[src/rtl/muldiv_seq.sv]
// Multi-cycle unsigned multiply/divide sequencer (MULTU/DIVU) that borrows an
// external ALU for its per-iteration add/subtract; results land in hi/lo.
module muldiv_seq #(
  parameter int         WIDTH   = 32,
  parameter logic [2:0] ALU_ADD = 3'b000,
  parameter logic [2:0] ALU_SUB = 3'b001
) (
  input  logic             clk,
  input  logic             reset_n,
  input  logic             start,
  input  logic             op,
  input  logic [WIDTH-1:0] a,
  input  logic [WIDTH-1:0] b,
  output logic [WIDTH-1:0] alu_srca,
  output logic [WIDTH-1:0] alu_srcb,
  output logic [2:0]       alu_ctrl,
  input  logic [WIDTH-1:0] alu_result,
  output logic             busy,
  output logic             done,
  output logic [WIDTH-1:0] hi,
  output logic [WIDTH-1:0] lo
);

  typedef enum logic [1:0] {IDLE, RUN, DONE} state_t;

  state_t           state_reg, state_next;
  logic [5:0]       cnt_reg, cnt_next;
  logic [WIDTH-1:0] phi_reg, phi_next;
  logic [WIDTH-1:0] plo_reg, plo_next;
  logic [WIDTH-1:0] d_reg, d_next;
  logic             op_reg, op_next;
  logic [WIDTH-1:0] hi_reg, hi_next;
  logic [WIDTH-1:0] lo_reg, lo_next;

  logic [WIDTH-1:0] t_val, s_val;
  logic [WIDTH:0]   r_val;
  logic             c_val, q_val;

  always_ff @(posedge clk or negedge reset_n) begin
    if (!reset_n) begin
      state_reg <= IDLE;
      cnt_reg   <= '0;
      phi_reg   <= '0;
      plo_reg   <= '0;
      d_reg     <= '0;
      op_reg    <= 1'b0;
      hi_reg    <= '0;
      lo_reg    <= '0;
    end else begin
      state_reg <= state_next;
      cnt_reg   <= cnt_next;
      phi_reg   <= phi_next;
      plo_reg   <= plo_next;
      d_reg     <= d_next;
      op_reg    <= op_next;
      hi_reg    <= hi_next;
      lo_reg    <= lo_next;
    end
  end

  always_comb begin
    state_next = state_reg;
    cnt_next   = cnt_reg;
    phi_next   = phi_reg;
    plo_next   = plo_reg;
    d_next     = d_reg;
    op_next    = op_reg;
    hi_next    = hi_reg;
    lo_next    = lo_reg;
    alu_ctrl   = ALU_ADD;
    alu_srca   = '0;
    alu_srcb   = '0;
    // Restoring-divide shift: the 33rd remainder bit comes from phi_reg[MSB].
    t_val      = {phi_reg[WIDTH-2:0], plo_reg[WIDTH-1]};
    r_val      = {phi_reg, plo_reg[WIDTH-1]};
    s_val      = phi_reg;
    c_val      = 1'b0;
    q_val      = 1'b0;

    case (state_reg)
      RUN: begin
        alu_srcb = d_reg;
        if (!op_reg) begin
          alu_ctrl = ALU_ADD;
          alu_srca = phi_reg;
          if (plo_reg[0]) begin
            s_val = alu_result;
            c_val = (alu_result < phi_reg);
          end
          phi_next = {c_val, s_val[WIDTH-1:1]};
          plo_next = {s_val[0], plo_reg[WIDTH-1:1]};
        end else begin
          alu_ctrl = ALU_SUB;
          alu_srca = t_val;
          if (r_val >= {1'b0, d_reg}) begin
            phi_next = alu_result;
            q_val    = 1'b1;
          end else begin
            phi_next = t_val;
          end
          plo_next = {plo_reg[WIDTH-2:0], q_val};
        end
        cnt_next = cnt_reg + 6'd1;
        if (cnt_reg == 6'(WIDTH - 1)) begin
          hi_next    = phi_next;
          lo_next    = plo_next;
          state_next = DONE;
        end
      end
      default: begin
        state_next = IDLE;
        if (start) begin
          op_next = op;
          if (op && (b == '0)) begin
            hi_next    = a;
            lo_next    = '1;
            state_next = DONE;
          end else begin
            cnt_next   = '0;
            phi_next   = '0;
            plo_next   = a;
            d_next     = b;
            state_next = RUN;
          end
        end
      end
    endcase
  end

  assign busy = (state_reg == RUN);
  assign done = (state_reg == DONE);
  assign hi   = hi_reg;
  assign lo   = lo_reg;

endmodule

[config.mk]
export PLATFORM = sky130hd
export DESIGN_NAME = muldiv_seq
export DESIGN_NICKNAME = d
export VERILOG_FILES = /design/src/rtl/muldiv_seq.sv
export SDC_FILE = /design/constraint.sdc
export NUM_CORES = 1
export LEC_CHECK = 0
export ABC_AREA = 1
export CORE_AREA = 2 2 149 151
export CTS_CLUSTER_DIAMETER = 120
export DETAILED_ROUTE_END_ITERATION = 6
export DIE_AREA = 0 0 151 153
export PLACE_DENSITY = 0.85
export RECOVER_POWER = 50
export SETUP_SLACK_MARGIN = 0.1
export SKIP_LAST_GASP = 1
export SYNTH_ARGS = -nofsm -noshare
export SYNTH_HDL_FRONTEND = slang
export SYNTH_SLANG_ARGS = --single-unit
[constraint.sdc]
create_clock -name clk -period 2.55 [get_ports clk]
set_input_delay 0.51 -clock clk [delete_from_list [all_inputs] [get_ports clk]]
set_output_delay 0.51 -clock clk [all_outputs]
set_load 0.03 [all_outputs]
==> results.json <==
{
  "worst_path_largest_cell_delay_ns": 0.42,
  "hold_path_class": "in -> async",
  "nNetsFinal": 1858,
  "cts_root_buffer": "sky130_fd_sc_hd__clkbuf_16",
  "pwr_density_nw_per_um2": 1670,
  "buf_inv_on_cp": 2,
  "max_capacitance_violation_count": 1,
  "yosys_warnings": 0,
  "hpwlAfterDp_um": 25800,
  "power.share.sequential_pct": 20.9,
  "synth_top_family_by_area": "simple AND/OR/NAND/NOR gates",
  "final_hold_viol_count": 0,
  "max-slew-margin-rel_pct": -6.29,
  "critPathRequiredTime_ns": 2.87,
  "syn-mean-instance-area_um2": 7.21,
  "synthXorXnorAreaFrac_pct": 0,
  "worst_setup_path_start_kind": "flop",
  "drt_first_iter_violations": 1321,
  "io_buffers": 230,
  "clkSlewWorstSetupHoldPaths_ns": 0.07,
  "clkSinkCount": 169,
  "grt_overflow": 0,
  "routed_via_density": 5.77,
  "initial_core_utilization_pct": 49.4,
  "tritoncts": "done",
  "drtAntennaViolNets": 0,
  "core_um2": 21500,
  "rsz0062_at_grt": "yes",
  "area_share_of_and_or_nand_nor_cells_after_synthesis_pct": 23.9,
  "post_synth_instance_area_um2": 10600,
  "grt_pass1_wl_um": 55300,
  "p_switching_mw": 12.5,
  "fmaxAchievable_ghz": 0.401,
  "grt_antenna_before_repair": 3,
  "postSynthCellCount": 1471,
  "gp_congestion": 0.927,
  "fp.dieH_um": 153,
  "timing.critical_path.mode_cell": "sky130_fd_sc_hd__nand2_1",
  "share_of_layout_cells_above_drive_strength_1_pct": 11.0,
  "tritoncts.num_buffers": 17,
  "detail_route.wl_per_cell_um": 18.6,
  "layout_worst_path_cycle_share_pct": 97.7,
  "synthMuxAreaShare_pct": 0,
  "grt_start_max_net_pins": 78,
  "crit_slowest_cell": "sky130_fd_sc_hd__dfrtp_1",
  "dieArea_um2": 23100,
  "violations_in_the_final_reports": "capacitance limit, slew limit",
  "power.internal_mw": 11.6,
  "comb_power_share_pct": 67.3,
  "ir_worst_vdd_mv": 0.815,
  "worst_pin_slew_ns": 1.59,
  "track_usage_pct": 30.5,
  "drcViolationCount": 0,
  "worstPathCellList": "ha_1 > nand2_1 > nor2_4 > nand2_1 > nor2_4 > nand3_1 > nand3_1 > inv_2 > nand3_4 > buf_12 > nand2_1 > nand3_1 > nand2_1 > nand2_2 > o21ai_1",
  "critPathKind": "reg -> reg",
  "top_level_ports": 233,
  "cp_data_arrival_time_ns": 2.81,
  "crit_family": "simple AND/OR/NAND/NOR gates",
  "vias_in_the_first_global_route": 10600,
  "leakagePower_nw": 7.14,
  "maximum_buffer_depth_of_the_clock_tree": 2,
  "adder_and_majority_cell_fraction_of_the_synthesized_area_pct": 7.55,
  "synth_flop_cell": "sky130_fd_sc_hd__dfrtp_1",
  "critical_path.endpoint_type": "flop",
  "post-place-ws_ns": -0.0818,
  "synth_compound_area_share_pct": 18.4,
  "fin_util_pct": 66.9,
  "placed_cells": 1941,
  "clkLatencyLatePin_ns": 0.45,
  "die-width_um": 151,
  "timing.critical_path.fanout_max": 8,
  "number_of_enable_flip_flop_cells_after_synthesis": 0,
  "hold_ws_ns": 0.454,
  "detail_route.first_pass.iterations": 6,
  "clockPowerShare_pct": 11.8,
  "asyncSetResetFlopFracSynth_pct": 100,
  "status": "complete, but fails checks",
  "final_period_minus_worst_setup_slack_ns": 2.49,
  "seq_area_frac_synth_pct": 39.9,
  "final_critical_path_setup_slack_ns": 0.0587,
  "routed_wirelength_um": 36900,
  "synth_cell_type_count": 39,
  "synth_seq_cells": 169,
  "via_count": 11500,
  "htree_levels": 4,
  "finalSetupViolCount": 0,
  "final-max-slew-violation-count": 61,
  "final_non_filler_cells": 1989,
  "site_rows": 54,
  "p_r_area_growth_vs_syn_pct": 35.5,
  "timing.clock.skew_ns": 0.0141,
  "cts_hold_buf": 0,
  "power_switching_share_pct": 51.8,
  "reg2reg_slack_ns": 0.06
}
cell usage in the layout, fill, tap and decap left out, types with 61 or more instances in the layout:
master / netlist / layout
sky130_fd_sc_hd__a21oi_1: 125 / 118
sky130_fd_sc_hd__dfrtp_1: 169 / 168
sky130_fd_sc_hd__clkdlybuf4s50_1: 0 / 103
sky130_fd_sc_hd__inv_1: 159 / 156
sky130_fd_sc_hd__nand3_1: 75 / 75
sky130_fd_sc_hd__ha_1: 64 / 61
sky130_fd_sc_hd__o21ai_0: 103 / 103
sky130_fd_sc_hd__nand2_1: 320 / 302
sky130_fd_sc_hd__nor2_1: 200 / 186
routing by layer:
layer | part of all wire, % | vias to the layer above | track usage [%]
li1 | - | 5267 | -
met1 | 38 | 5291 | 39.9
met2 | 46 | 731 | 46.8
met3 | 9.9 | 186 | 7.52
met4 | 6.1 | 2 | 15.8
met5 | 0.035 | - | 0
final cells by class:
cell class                 instances  area [µm²]
clock buffer                      18         429
timing repair buffer             289        3030
tap                              280         350
multi-input combinational       1053        5510
inverter                         164         621
fill                            1705        7110
sequential                       169        4230
clock inverter                    14         204
antenna                            2        5.00
cells in the mapped netlist, types with 5 or more instances:
cell type                  number  area [µm²]
sky130_fd_sc_hd__o21ai_1       60         300
sky130_fd_sc_hd__a21oi_1      125         626
sky130_fd_sc_hd__a21oi_2       11        96.3
sky130_fd_sc_hd__nand2_1      320        1200
sky130_fd_sc_hd__buf_2         19        95.1
sky130_fd_sc_hd__o21a_1         5        37.5
sky130_fd_sc_hd__nand4_1        6        37.5
sky130_fd_sc_hd__buf_4          5        37.5
sky130_fd_sc_hd__nand3_1       75         375
sky130_fd_sc_hd__o21ai_0      103         515
sky130_fd_sc_hd__clkbuf_1      42         158
sky130_fd_sc_hd__ha_1          64         801
sky130_fd_sc_hd__nor2_1       200         751
sky130_fd_sc_hd__nor2_2         6        37.5
sky130_fd_sc_hd__o22ai_1       33         206
sky130_fd_sc_hd__dfrtp_1      169        4230
sky130_fd_sc_hd__buf_6         13         146
sky130_fd_sc_hd__buf_1          8        30.0
sky130_fd_sc_hd__a31oi_1       16         100
sky130_fd_sc_hd__inv_1        159         597
worst paths after layout:
check / startpoint / endpoint / cells past startpoint
min reg2reg: lo[13] / lo[13] / 2
max: phi_reg[21] / phi_reg[19] / 15
min in group clk: lo[13] / lo[13] / 2
max in group asynchronous: reset_n / d_reg[9] / 2
max reg2reg: phi_reg[21] / phi_reg[19] / 15
min: reset_n / lo[15] / 1
cell families after synthesis:
logic type,count (synthesis)
simple gates,624
compound gates,362
buf+inv,251
flops,169
fa+ha+maj,64
other cells,1
power by group through the flow:
stage / clock (mW) / combinational [mW] / sequential, mW
after floorplan: 0 / 8.79 / 5.63
after CTS: 2.85 / 15.2 / 4.96
final: 2.85 / 16.2 / 5.01
after global routing: 2.99 / 17.5 / 5.12
after detailed placement: 0 / 15.2 / 5.03
after global placement: 0 / 14.8 / 5.01
worst register-to-register path: stages (launching register included):
cell and delay (ns):
sky130_fd_sc_hd__dfrtp_1 0.42, sky130_fd_sc_hd__ha_1 0.34, sky130_fd_sc_hd__nand2_1 0.11, sky130_fd_sc_hd__nor2_4 0.18
sky130_fd_sc_hd__nand2_1 0.12, sky130_fd_sc_hd__nor2_4 0.12, sky130_fd_sc_hd__nand3_1 0.08, sky130_fd_sc_hd__nand3_1 0.10
sky130_fd_sc_hd__inv_2 0.07, sky130_fd_sc_hd__nand3_4 0.18, sky130_fd_sc_hd__buf_12 0.16, sky130_fd_sc_hd__nand2_1 0.08
sky130_fd_sc_hd__nand3_1 0.09, sky130_fd_sc_hd__nand2_1 0.08, sky130_fd_sc_hd__nand2_2 0.15, sky130_fd_sc_hd__o21ai_1 0.10
timing repair:
action | CTS | global route
gates cloned | 0 | 5
endpoints found under the hold margin | 0 | 0
gates resized for setup | 51 | 67
pin swaps | 0 | 8
setup buffers | 2 | 7
endpoints found under the setup margin | 78 | 88
stage by stage:
stage	power [mW]	cell area, µm²	TNS (ns)
3_3_place_gp	19.8	13400	-1.71
5_1_grt	25.6	14400	0
4_1_cts	23.0	14100	0
2_1_floorplan	14.4	10600	0
3_5_place_dp	20.2	13400	-3.37
6_report	24.0	14400	0
Power figures use the tool's default switching activity.
